### src/rtl/clock_step_ctrl.sv
// -----------------------------------------------------------------------------
// clock_step_ctrl
// Consumer end of the board clock divider. Samples the divided processor clock
// (divclock) in the CLOCK_50 domain and turns each rising edge into a single
// CLOCK_50-cycle enable pulse (cpu_en). Adds halt, free-run and single-step
// modes. Single-step uses a debounced, active-low push-button (Key).
//
// Optional feature macro: CLOCK_STEP_MISS_DETECT_EN
//   When defined, adds a sticky miss_flag output, and LEDR blinks at the
//   divclock rate while miss_flag is set.
//
// Ports:
//   CLOCK_50     in   system clock
//   reset        in   synchronous, active-high reset
//   divclock     in   divided clock, asynchronous to CLOCK_50
//   Key          in   step push-button, active-low, raw/bouncy
//   run_mode     in   1 = free-run, 0 = single-step (asynchronous)
//   halt         in   1 = stop the processor (asynchronous)
//   cpu_en       out  registered one-cycle enable for the processor
//   LEDR[3:0]    out  one-hot state: [0] HALT [1] RUN [2] STEP_IDLE [3] STEP_ARMED
//   cycle_count  out  number of cpu_en pulses issued (wraps)
//   miss_flag    out  (CLOCK_STEP_MISS_DETECT_EN only) sticky overrun/ignored-press
// -----------------------------------------------------------------------------
module clock_step_ctrl #(
    parameter int SYNC_STAGES     = 2,
    parameter int DEBOUNCE_CYCLES = 1000000,
    parameter int CNT_W           = 16
) (
    input  logic             CLOCK_50,
    input  logic             reset,
    input  logic             divclock,
    input  logic             Key,
    input  logic             run_mode,
    input  logic             halt,
    output logic             cpu_en,
    output logic [3:0]       LEDR,
`ifdef CLOCK_STEP_MISS_DETECT_EN
    output logic             miss_flag,
`endif
    output logic [CNT_W-1:0] cycle_count
);

    localparam int DB_W = (DEBOUNCE_CYCLES > 2) ? $clog2(DEBOUNCE_CYCLES) : 1;

    // State codes are the LED pattern, so the state register drives LEDR directly.
    typedef enum logic [3:0] {
        S_HALT       = 4'b0001,
        S_RUN        = 4'b0010,
        S_STEP_IDLE  = 4'b0100,
        S_STEP_ARMED = 4'b1000
    } state_t;

    state_t state;

    logic [SYNC_STAGES-1:0] div_sync, key_sync, run_sync, halt_sync;
    logic div_s, key_s, run_s, halt_s;
    logic div_d;
    logic div_rise;
    logic key_db, key_db_q;
    logic press;
    logic [DB_W-1:0] db_cnt;

    // Input synchronizers; the Key chain resets to the released level.
    always_ff @(posedge CLOCK_50) begin
        if (reset) begin
            div_sync  <= '0;
            key_sync  <= '1;
            run_sync  <= '0;
            halt_sync <= '0;
        end else begin
            div_sync  <= {div_sync[SYNC_STAGES-2:0], divclock};
            key_sync  <= {key_sync[SYNC_STAGES-2:0], Key};
            run_sync  <= {run_sync[SYNC_STAGES-2:0], run_mode};
            halt_sync <= {halt_sync[SYNC_STAGES-2:0], halt};
        end
    end

    assign div_s  = div_sync[SYNC_STAGES-1];
    assign key_s  = key_sync[SYNC_STAGES-1];
    assign run_s  = run_sync[SYNC_STAGES-1];
    assign halt_s = halt_sync[SYNC_STAGES-1];

    always_ff @(posedge CLOCK_50) begin
        if (reset) div_d <= 1'b0;
        else       div_d <= div_s;
    end

    assign div_rise = div_s & ~div_d;

    // Debounce: a new Key level is accepted only after DEBOUNCE_CYCLES
    // consecutive cycles of disagreement with the current debounced level.
    always_ff @(posedge CLOCK_50) begin
        if (reset) begin
            key_db   <= 1'b1;
            key_db_q <= 1'b1;
            db_cnt   <= '0;
        end else begin
            key_db_q <= key_db;
            if (key_s != key_db) begin
                if (db_cnt == DB_W'(DEBOUNCE_CYCLES - 1)) begin
                    key_db <= key_s;
                    db_cnt <= '0;
                end else begin
                    db_cnt <= db_cnt + DB_W'(1);
                end
            end else begin
                db_cnt <= '0;
            end
        end
    end

    // Press is the falling edge of the debounced level; release is ignored.
    assign press = key_db_q & ~key_db;

    // Mode FSM. halt always wins; leaving STEP_ARMED for any reason drops the step.
    always_ff @(posedge CLOCK_50) begin
        if (reset) begin
            state  <= S_HALT;
            cpu_en <= 1'b0;
        end else begin
            cpu_en <= 1'b0;
            case (state)
                S_HALT: begin
                    if (!halt_s) state <= run_s ? S_RUN : S_STEP_IDLE;
                end
                S_RUN: begin
                    if (halt_s)      state  <= S_HALT;
                    else if (!run_s) state  <= S_STEP_IDLE;
                    else             cpu_en <= div_rise;
                end
                S_STEP_IDLE: begin
                    // A press coinciding with div_rise only arms; it fires on
                    // the following divclock edge so step timing matches run.
                    if (halt_s)     state <= S_HALT;
                    else if (run_s) state <= S_RUN;
                    else if (press) state <= S_STEP_ARMED;
                end
                S_STEP_ARMED: begin
                    if (halt_s)     state <= S_HALT;
                    else if (run_s) state <= S_RUN;
                    else if (div_rise) begin
                        cpu_en <= 1'b1;
                        state  <= S_STEP_IDLE;
                    end
                end
                default: state <= S_HALT;
            endcase
        end
    end

    always_ff @(posedge CLOCK_50) begin
        if (reset)       cycle_count <= '0;
        else if (cpu_en) cycle_count <= cycle_count + CNT_W'(1);
    end

`ifdef CLOCK_STEP_MISS_DETECT_EN
    // Sticky: divclock edge while the previous enable is still out, or a
    // press swallowed because a step is already armed.
    always_ff @(posedge CLOCK_50) begin
        if (reset)
            miss_flag <= 1'b0;
        else if ((div_rise && cpu_en) || (state == S_STEP_ARMED && press))
            miss_flag <= 1'b1;
    end

    assign LEDR = miss_flag ? {4{div_s}} : state;
`else
    assign LEDR = state;
`endif

endmodule

### config.mk
export PLATFORM = sky130hd
export DESIGN_NAME = clock_step_ctrl
export DESIGN_NICKNAME = d
export VERILOG_FILES = /design/src/rtl/clock_step_ctrl.sv
export SDC_FILE = /design/constraint.sdc
export NUM_CORES = 1
export LEC_CHECK = 0
export CAP_MARGIN = 20
export CORE_ASPECT_RATIO = 0.6
export CORE_UTILIZATION = 55
export CTS_CLUSTER_SIZE = 24
export DETAILED_ROUTE_END_ITERATION = 16
export PLACE_DENSITY = 0.79
export SYNTH_ARGS = -nofsm -noshare
export SYNTH_HDL_FRONTEND = slang
export SYNTH_SLANG_ARGS = --single-unit
### constraint.sdc
create_clock -name CLOCK_50 -period 5.6 [get_ports CLOCK_50]
set_clock_uncertainty 0.1 [all_clocks]
set_input_delay 1.12 -clock CLOCK_50 [delete_from_list [all_inputs] [get_ports CLOCK_50]]
set_output_delay 1.12 -clock CLOCK_50 [all_outputs]
set_load 0.02 [all_outputs]
==> flow_summary_export.csv, run 1 <==
group,metric,value,unit
critical_path,arrival_time_worst_endpoint,1550,ps
timing,maxSlewViolCount,0,
logic_synthesis,synth.cell_area,2260,um^2
critical_path,worst-path-max-fanout,12,
placement,place_congestion,0.802,
critical_path,worst_setup_path_end_kind,"output pin",
logic_synthesis,yosys_register_bits,52,
pwr,static-leakage-power,0.841,nW
placement,port_buffers,26,
pwr,p_per_area,237,nW/um^2
timing,achievable-frequency,0.361,GHz
critical_path,critical_path.startpoint_type,"flop",
critical_path,worst_path_cell_with_the_longest_stage_delay,"sky130_fd_sc_hd__clkdlybuf4s50_1",
finish,finalNonFillerCells,330,
timing,rsz_0062_raised_after_global_routing,"false",
floorplan,width_of_the_die,84.8,um
clocking,cts.root.buffer_cell,"sky130_fd_sc_hd__clkbuf_8",
logic_synthesis,mappedNetlistNets,264,
drt,detailed_route_drc_error_count,0,
timing,final_period_minus_worst_setup_slack,2770,ps
clocking,clock_insertion_delay_worst_skew,310,ps
pwr,power.total,0.629,mW
floorplan,floorplan.rows,17,
placement,place.detailed.instances,321,
clocking,cts.hold.buffers_added,0,
global_route,grt_antenna_before_repair,0,
drt,finalWirelength,4.47,mm
critical_path,worstPathCellList,"clkdlybuf4s50_1",
drt,vias,1860,
clocking,tritoncts_num_sinks,52,
logic_synthesis,syn-mean-instance-area,8.83,um^2
run,max_cap_violations,0,
clocking,clk_pin_slew_worst_paths,100,ps
finish,synthToLayoutAreaGrowth,17.3,%
drt,routedWlPerCell,13.5,um
global_route,first_pass_grt_wire_length,7.29,mm
logic_synthesis,yosysWarnings,0,
drt,via_per_instance_ratio,5.64,
critical_path,crit_path_max_incr_delay,680,ps
timing,relSlewSlack,54.1,%
critical_path,criticalPathCategory,"reg -> out",
timing,hold_violations,0,
floorplan,floorplan_core_area,3810,um^2
critical_path,critPathTopFamily,"buffers and inverters",
logic_synthesis,most_area_consuming_cells_after_synthesis,"sky130_fd_sc_hd__dfxtp_1, sky130_fd_sc_hd__xnor2_1, sky130_fd_sc_hd__nor2_1",
global_route,overflow,0,
finish,final_net_count,290,
timing,setup_viol,0,
global_route,grt_overall_usage,21.6,%
logic_synthesis,synth-seq-area-share,46.0,%
global_route,grt_start_max_net_pins,35,
clocking,cts.path.max_buffers,2,
finish,fillers,312,
logic_synthesis,cell_taking_the_most_area_after_synthesis,"sky130_fd_sc_hd__dfxtp_1",
pwr,ir_worst_vdd,157,uV
drt,drt-initial-drc-count,75,
floorplan,die_height,51.7,um
placement,dp_hpwl,3.08,mm
finish,fin_util,69.6,%
placement,place_ws,2330,ps
clocking,number_of_buffers_created_by_cts,5,
timing,totalNegativeSetupSlack,0,ps
logic_synthesis,yosys.cell_types.count,39,
drt,firstDrtPassIters,7,
critical_path,critical_path_required,4380,ps
finish,antenna_cells,0,
critical_path,cp.buffers_inverters,1,
min_path,min-delay-path-class,"reg -> reg",
floorplan,start_util,59.4,%
timing,max_slew.worst_pin.slew,688,ps
finish,share_of_post_route_cells_with_drive_strength_above_1,7.42,%
clocking,post_cts_buffers,0,
clocking,ctsHtreeMaxLevel,2,
floorplan,die_area,4380,um^2
timing,timing.final.crit_share,49.5,%
global_route,grt_pass1_vias,1494,
floorplan,boundaryPins,27,
drt,ant_nets,0,
clocking,cts-resized-gates,0,
logic_synthesis,yosys.area.top_type_share,46.0,%
outcome,status,"complete, no violations",
logic_synthesis,syn_inst,256,
clocking,tritoncts,"built",
timing,timing.final.ws_setup,2830,ps
registers in the layout, summed over array words and instances, names as in the netlist:
name         cells
LEDR             4
halt_sync        2
key_sync         2
key_db_q         1
div_sync         2
div_d            1
cpu_en           1
key_db           1
cycle_count     16
db_cnt          20
run_sync         2
layout make-up:
type	count	area [um^2]	share of cell area (%)
multi-input cells	187	1150	43.6
flip-flops and latches	52	1040	39.3
repair buffers	27	275	10.4
clock buffers	5	68.8	2.60
well taps	47	58.8	2.22
inverters	9	33.8	1.27
clock inverters	3	18.8	0.708
Yosys cell counts:
cell and count:
sky130_fd_sc_hd__nor4_1 13, sky130_fd_sc_hd__nor4bb_1 1, sky130_fd_sc_hd__o22ai_1 2, sky130_fd_sc_hd__dfxtp_1 52
sky130_fd_sc_hd__clkbuf_1 6, sky130_fd_sc_hd__nand4_1 9, sky130_fd_sc_hd__nand2_1 10, sky130_fd_sc_hd__buf_2 1
sky130_fd_sc_hd__nor2_1 41, sky130_fd_sc_hd__nand4_4 1, sky130_fd_sc_hd__mux2i_1 1, sky130_fd_sc_hd__o221ai_1 2
sky130_fd_sc_hd__a211oi_1 2, sky130_fd_sc_hd__and3_1 4, sky130_fd_sc_hd__or3_1 2, sky130_fd_sc_hd__a311oi_1 1
sky130_fd_sc_hd__buf_1 1, sky130_fd_sc_hd__nand3b_1 2, sky130_fd_sc_hd__nor2b_1 8, sky130_fd_sc_hd__a21oi_1 7
sky130_fd_sc_hd__nor3b_1 3, sky130_fd_sc_hd__o21ai_2 1, sky130_fd_sc_hd__or4bb_1 1, sky130_fd_sc_hd__o21a_1 2
sky130_fd_sc_hd__inv_1 9, sky130_fd_sc_hd__or2_2 5, sky130_fd_sc_hd__xor2_1 7, sky130_fd_sc_hd__or3_2 1
sky130_fd_sc_hd__nand2b_1 3, sky130_fd_sc_hd__o31ai_1 1, sky130_fd_sc_hd__xnor2_1 22, sky130_fd_sc_hd__ha_1 2
sky130_fd_sc_hd__or3b_2 2, sky130_fd_sc_hd__nor3_1 9, sky130_fd_sc_hd__or4_4 1, sky130_fd_sc_hd__nand3_1 9
sky130_fd_sc_hd__or4b_2 1, sky130_fd_sc_hd__or4_1 3, sky130_fd_sc_hd__o21ai_0 8
power by group:
group / internal [mW] / switching [mW] / leakage, nW / total, mW
clock network: 0.0873 / 0.123 / 0.0479 / 0.210
logic: 0.0178 / 0.0174 / 0.372 / 0.0352
registers: 0.375 / 0.00790 / 0.421 / 0.383
worst paths after layout:
kind	endpoint	from	slack, ps	depth (start not counted)
worst max-delay path	LEDR[1]	LEDR[1]$_SDFFE_PP0P_	2830	1
worst min-delay path	key_sync[1]$_SDFF_PP1_	key_sync[0]$_SDFF_PP1_	320	1
worst max register to register	db_cnt[8]$_SDFF_PP0_	db_cnt[0]$_SDFF_PP0_	3340	5
worst min register to register	key_sync[1]$_SDFF_PP1_	key_sync[0]$_SDFF_PP1_	320	1
worst reg2reg max path, cell delays in order, from the launching register on:
cell                      delay, ps
sky130_fd_sc_hd__dfxtp_1        390
sky130_fd_sc_hd__ha_1           200
sky130_fd_sc_hd__nand3_1        270
sky130_fd_sc_hd__or2_2          460
sky130_fd_sc_hd__o21ai_2        590
sky130_fd_sc_hd__nor2_1         110
cells in the final DEF (no fill, tap or decap), types with 3 or more instances in the layout:
cell | netlist | routed
sky130_fd_sc_hd__dfxtp_1 | 52 | 52
sky130_fd_sc_hd__nor2_1 | 41 | 41
sky130_fd_sc_hd__clkdlybuf4s50_1 | 0 | 26
sky130_fd_sc_hd__xnor2_1 | 22 | 22
sky130_fd_sc_hd__nor4_1 | 13 | 13
sky130_fd_sc_hd__nand2_1 | 10 | 10
sky130_fd_sc_hd__inv_1 | 9 | 9
sky130_fd_sc_hd__nand3_1 | 9 | 9
sky130_fd_sc_hd__nand4_1 | 9 | 9
sky130_fd_sc_hd__nor3_1 | 9 | 9
sky130_fd_sc_hd__nor2b_1 | 8 | 8
sky130_fd_sc_hd__o21ai_0 | 8 | 8
sky130_fd_sc_hd__a21oi_1 | 7 | 7
sky130_fd_sc_hd__xor2_1 | 7 | 7
sky130_fd_sc_hd__or2_2 | 5 | 5
sky130_fd_sc_hd__clkbuf_8 | 0 | 5
sky130_fd_sc_hd__and3_1 | 4 | 4
sky130_fd_sc_hd__nor3b_1 | 3 | 3
sky130_fd_sc_hd__nand2b_1 | 3 | 3
sky130_fd_sc_hd__or4_1 | 3 | 3
per-stage QoR:
step / area, um^2 / hold WS (ps)
finish: 2650 / 320
floorplan: 2260 / 289
global route: 2650 / 333
CTS: 2640 / 319
global placement: 2550 / 291
detailed placement: 2550 / 296
layer usage:
metal / up-vias / wire length (um) / track usage, %
met5: - / 0 / 0
met4: 0 / 40 / 6.78
met3: 5 / 202 / 4.92
met2: 43 / 1750 / 29.5
met1: 864 / 2480 / 33.0
li1: 948 / - / -
cell families after synthesis:
family | synth area share, %
compound gates | 7.08
xor+xnor | 11.2
fa+ha+maj | 1.11
buf+inv | 2.88
flops | 46.0
mux | 0.443
simple gates | 31.2
(Power assumes the default switching activity.)
==> run 2: changes to the inputs <==
- clock period: 5.6 -> 2.85 ns (I/O delays scaled with it)
==> run 2 against run 1 <==
The run now ends with DRC left. Clock power grew to 2.6 times the previous value. Sequential power is 97% higher. Die area stayed put.
==> flow_summary_export.csv, run 2 (same netlist as run 1, synthesis figures left out) <==
group,metric,value,unit
critical_path,critical_path_required,2180,ps
finish,share_of_post_route_cells_with_drive_strength_above_1,8.71,%
drt,via_per_instance_ratio,5.60,
floorplan,floorplan.rows,17,
finish,flip_flop_count_of_the_largest_register_after_layout,20,
timing,rsz_0062_raised_after_global_routing,"false",
critical_path,crit_path_max_incr_delay,680,ps
min_path,min-delay-path-class,"reg -> reg",
drt,finalWirelength,4.67,mm
floorplan,boundaryPins,27,
placement,placedInstanceArea,2590,um^2
finish,layout.cells.most_common,"sky130_fd_sc_hd__dfxtp_1",
floorplan,die_area,4380,um^2
critical_path,worst-path-stages,1,
finish,final_net_count,294,
critical_path,criticalPathCategory,"reg -> out",
drt,firstDrtPassIters,11,
global_route,overflow,0,
clocking,clock_insertion_delay_worst_skew,300,ps
floorplan,floorplan_core_area,3810,um^2
clocking,cts.root.buffer_cell,"sky130_fd_sc_hd__clkbuf_8",
critical_path,cp.buffers_inverters,1,
timing,achievable-frequency,0.453,GHz
placement,port_buffers,26,
clocking,clk_pin_slew_worst_paths,90,ps
critical_path,reg2reg_setup_slack,790,ps
critical_path,worst_path_cell_with_the_longest_stage_delay,"sky130_fd_sc_hd__clkdlybuf4s50_1",
drt,routedWlPerCell,14.0,um
min_path,timing.hold.worst_path_depth,1,
drt,ant_nets,0,
finish,antenna_cells,0,
critical_path,worst-path-max-fanout,12,
pwr,static-leakage-power,0.873,nW
drt,vias,1869,
floorplan,width_of_the_die,84.8,um
global_route,grt_pass1_vias,1674,
timing,final_period_minus_worst_setup_slack,2210,ps
timing,setup_viol,0,
floorplan,die_height,51.7,um
timing,relSlewSlack,58.9,%
critical_path,ff2ff_path_depth,4,
timing,timing.final.crit_share,77.4,%
finish,fillers,290,
clocking,tritoncts_num_sinks,52,
clocking,cts.hold.buffers_added,0,
clocking,number_of_buffers_created_by_cts,5,
finish,synthToLayoutAreaGrowth,20.0,%
outcome,status,"complete, but fails checks",
pwr,p_per_area,504,nW/um^2
drt,detailed_route_drc_error_count,1,
global_route,grt_overall_usage,22.9,%
clocking,cts-resized-gates,0,
clocking,cts.path.max_buffers,2,
critical_path,worst_setup_path_end_kind,"output pin",
timing,totalNegativeSetupSlack,0,ps
clocking,ctsHtreeMaxLevel,2,
global_route,grt_start_max_net_pins,18,
global_route,grt_antenna_before_repair,0,
timing,max_slew.worst_pin.slew,611,ps
finish,final_cell_area,2710,um^2
outcome,failed_checks,"DRC",
critical_path,arrival_time_worst_endpoint,1540,ps
clocking,post_cts_buffers,0,
global_route,first_pass_grt_wire_length,7.80,mm
pwr,ir_worst_vdd,315,uV
critical_path,critical_path.startpoint_type,"flop",
finish,layout_common_cells,"sky130_fd_sc_hd__dfxtp_1, sky130_fd_sc_hd__nor2_1, sky130_fd_sc_hd__clkdlybuf4s50_1, sky130_fd_sc_hd__xnor2_1, sky130_fd_sc_hd__nor4_1",
clocking,tritoncts,"built",
critical_path,worstPathCellList,"clkdlybuf4s50_1",
critical_path,critPathTopFamily,"buffers and inverters",
floorplan,start_util,59.4,%
timing,hold_violations,0,
timing,maxSlewViolCount,0,
placement,dp_hpwl,3.20,mm
drt,drt-initial-drc-count,100,
placement,place_congestion,0.832,
run,max_cap_violations,0,
finish,max_flop_register,"db_cnt",
run 2: worst paths after layout:
| kind | from | to |
|---|---|---|
| max | LEDR[1]$_SDFFE_PP0P_ | LEDR[1] |
| min | key_sync[0]$_SDFF_PP1_ | key_sync[1]$_SDFF_PP1_ |
| min reg2reg | key_sync[0]$_SDFF_PP1_ | key_sync[1]$_SDFF_PP1_ |
| max reg2reg | cycle_count[6]$_SDFFE_PP0P_ | cycle_count[15]$_SDFFE_PP0P_ |
run 2: metrics by stage:
| stage | hold slack (ps) | std cells | power [mW] | setup slack [ps] | util, % |
|---|---|---|---|---|---|
| 2_1_floorplan | 289 | 256 | 0.810 | 847 | - |
| 3_3_place_gp | 292 | 326 | 0.836 | 695 | 67.9 |
| 3_5_place_dp | 301 | 326 | 0.840 | 690 | 67.9 |
| 4_1_cts | 322 | 334 | 1.38 | 664 | 71.2 |
| 5_1_grt | 349 | 334 | 1.42 | 577 | 71.2 |
| 6_report | 317 | 334 | 1.37 | 645 | 71.2 |
run 2: layout make-up:
| class | count | area, um^2 | area share [%] |
|---|---|---|---|
| tap | 47 | 58.8 | 2.17 |
| inverter | 9 | 33.8 | 1.25 |
| timing repair buffer | 31 | 298 | 11.0 |
| sequential | 52 | 1040 | 38.4 |
| multi-input combinational | 187 | 1150 | 42.6 |
| clock buffer | 7 | 96.3 | 3.55 |
| clock inverter | 1 | 30.0 | 1.11 |
run 2: power by group:
group          switching, mW  internal, mW
logic                 0.0357        0.0353
registers             0.0164         0.737
clock network          0.234         0.310
run 2: per-layer routing:
metal  global-route usage, %  up-vias  routed length (um)
li1                        -      954                   -
met1                    35.1      864                2570
met4                    5.08        0                  19
met5                       0        -                   0
met3                    5.40        4                 249
met2                    32.4       47                1830
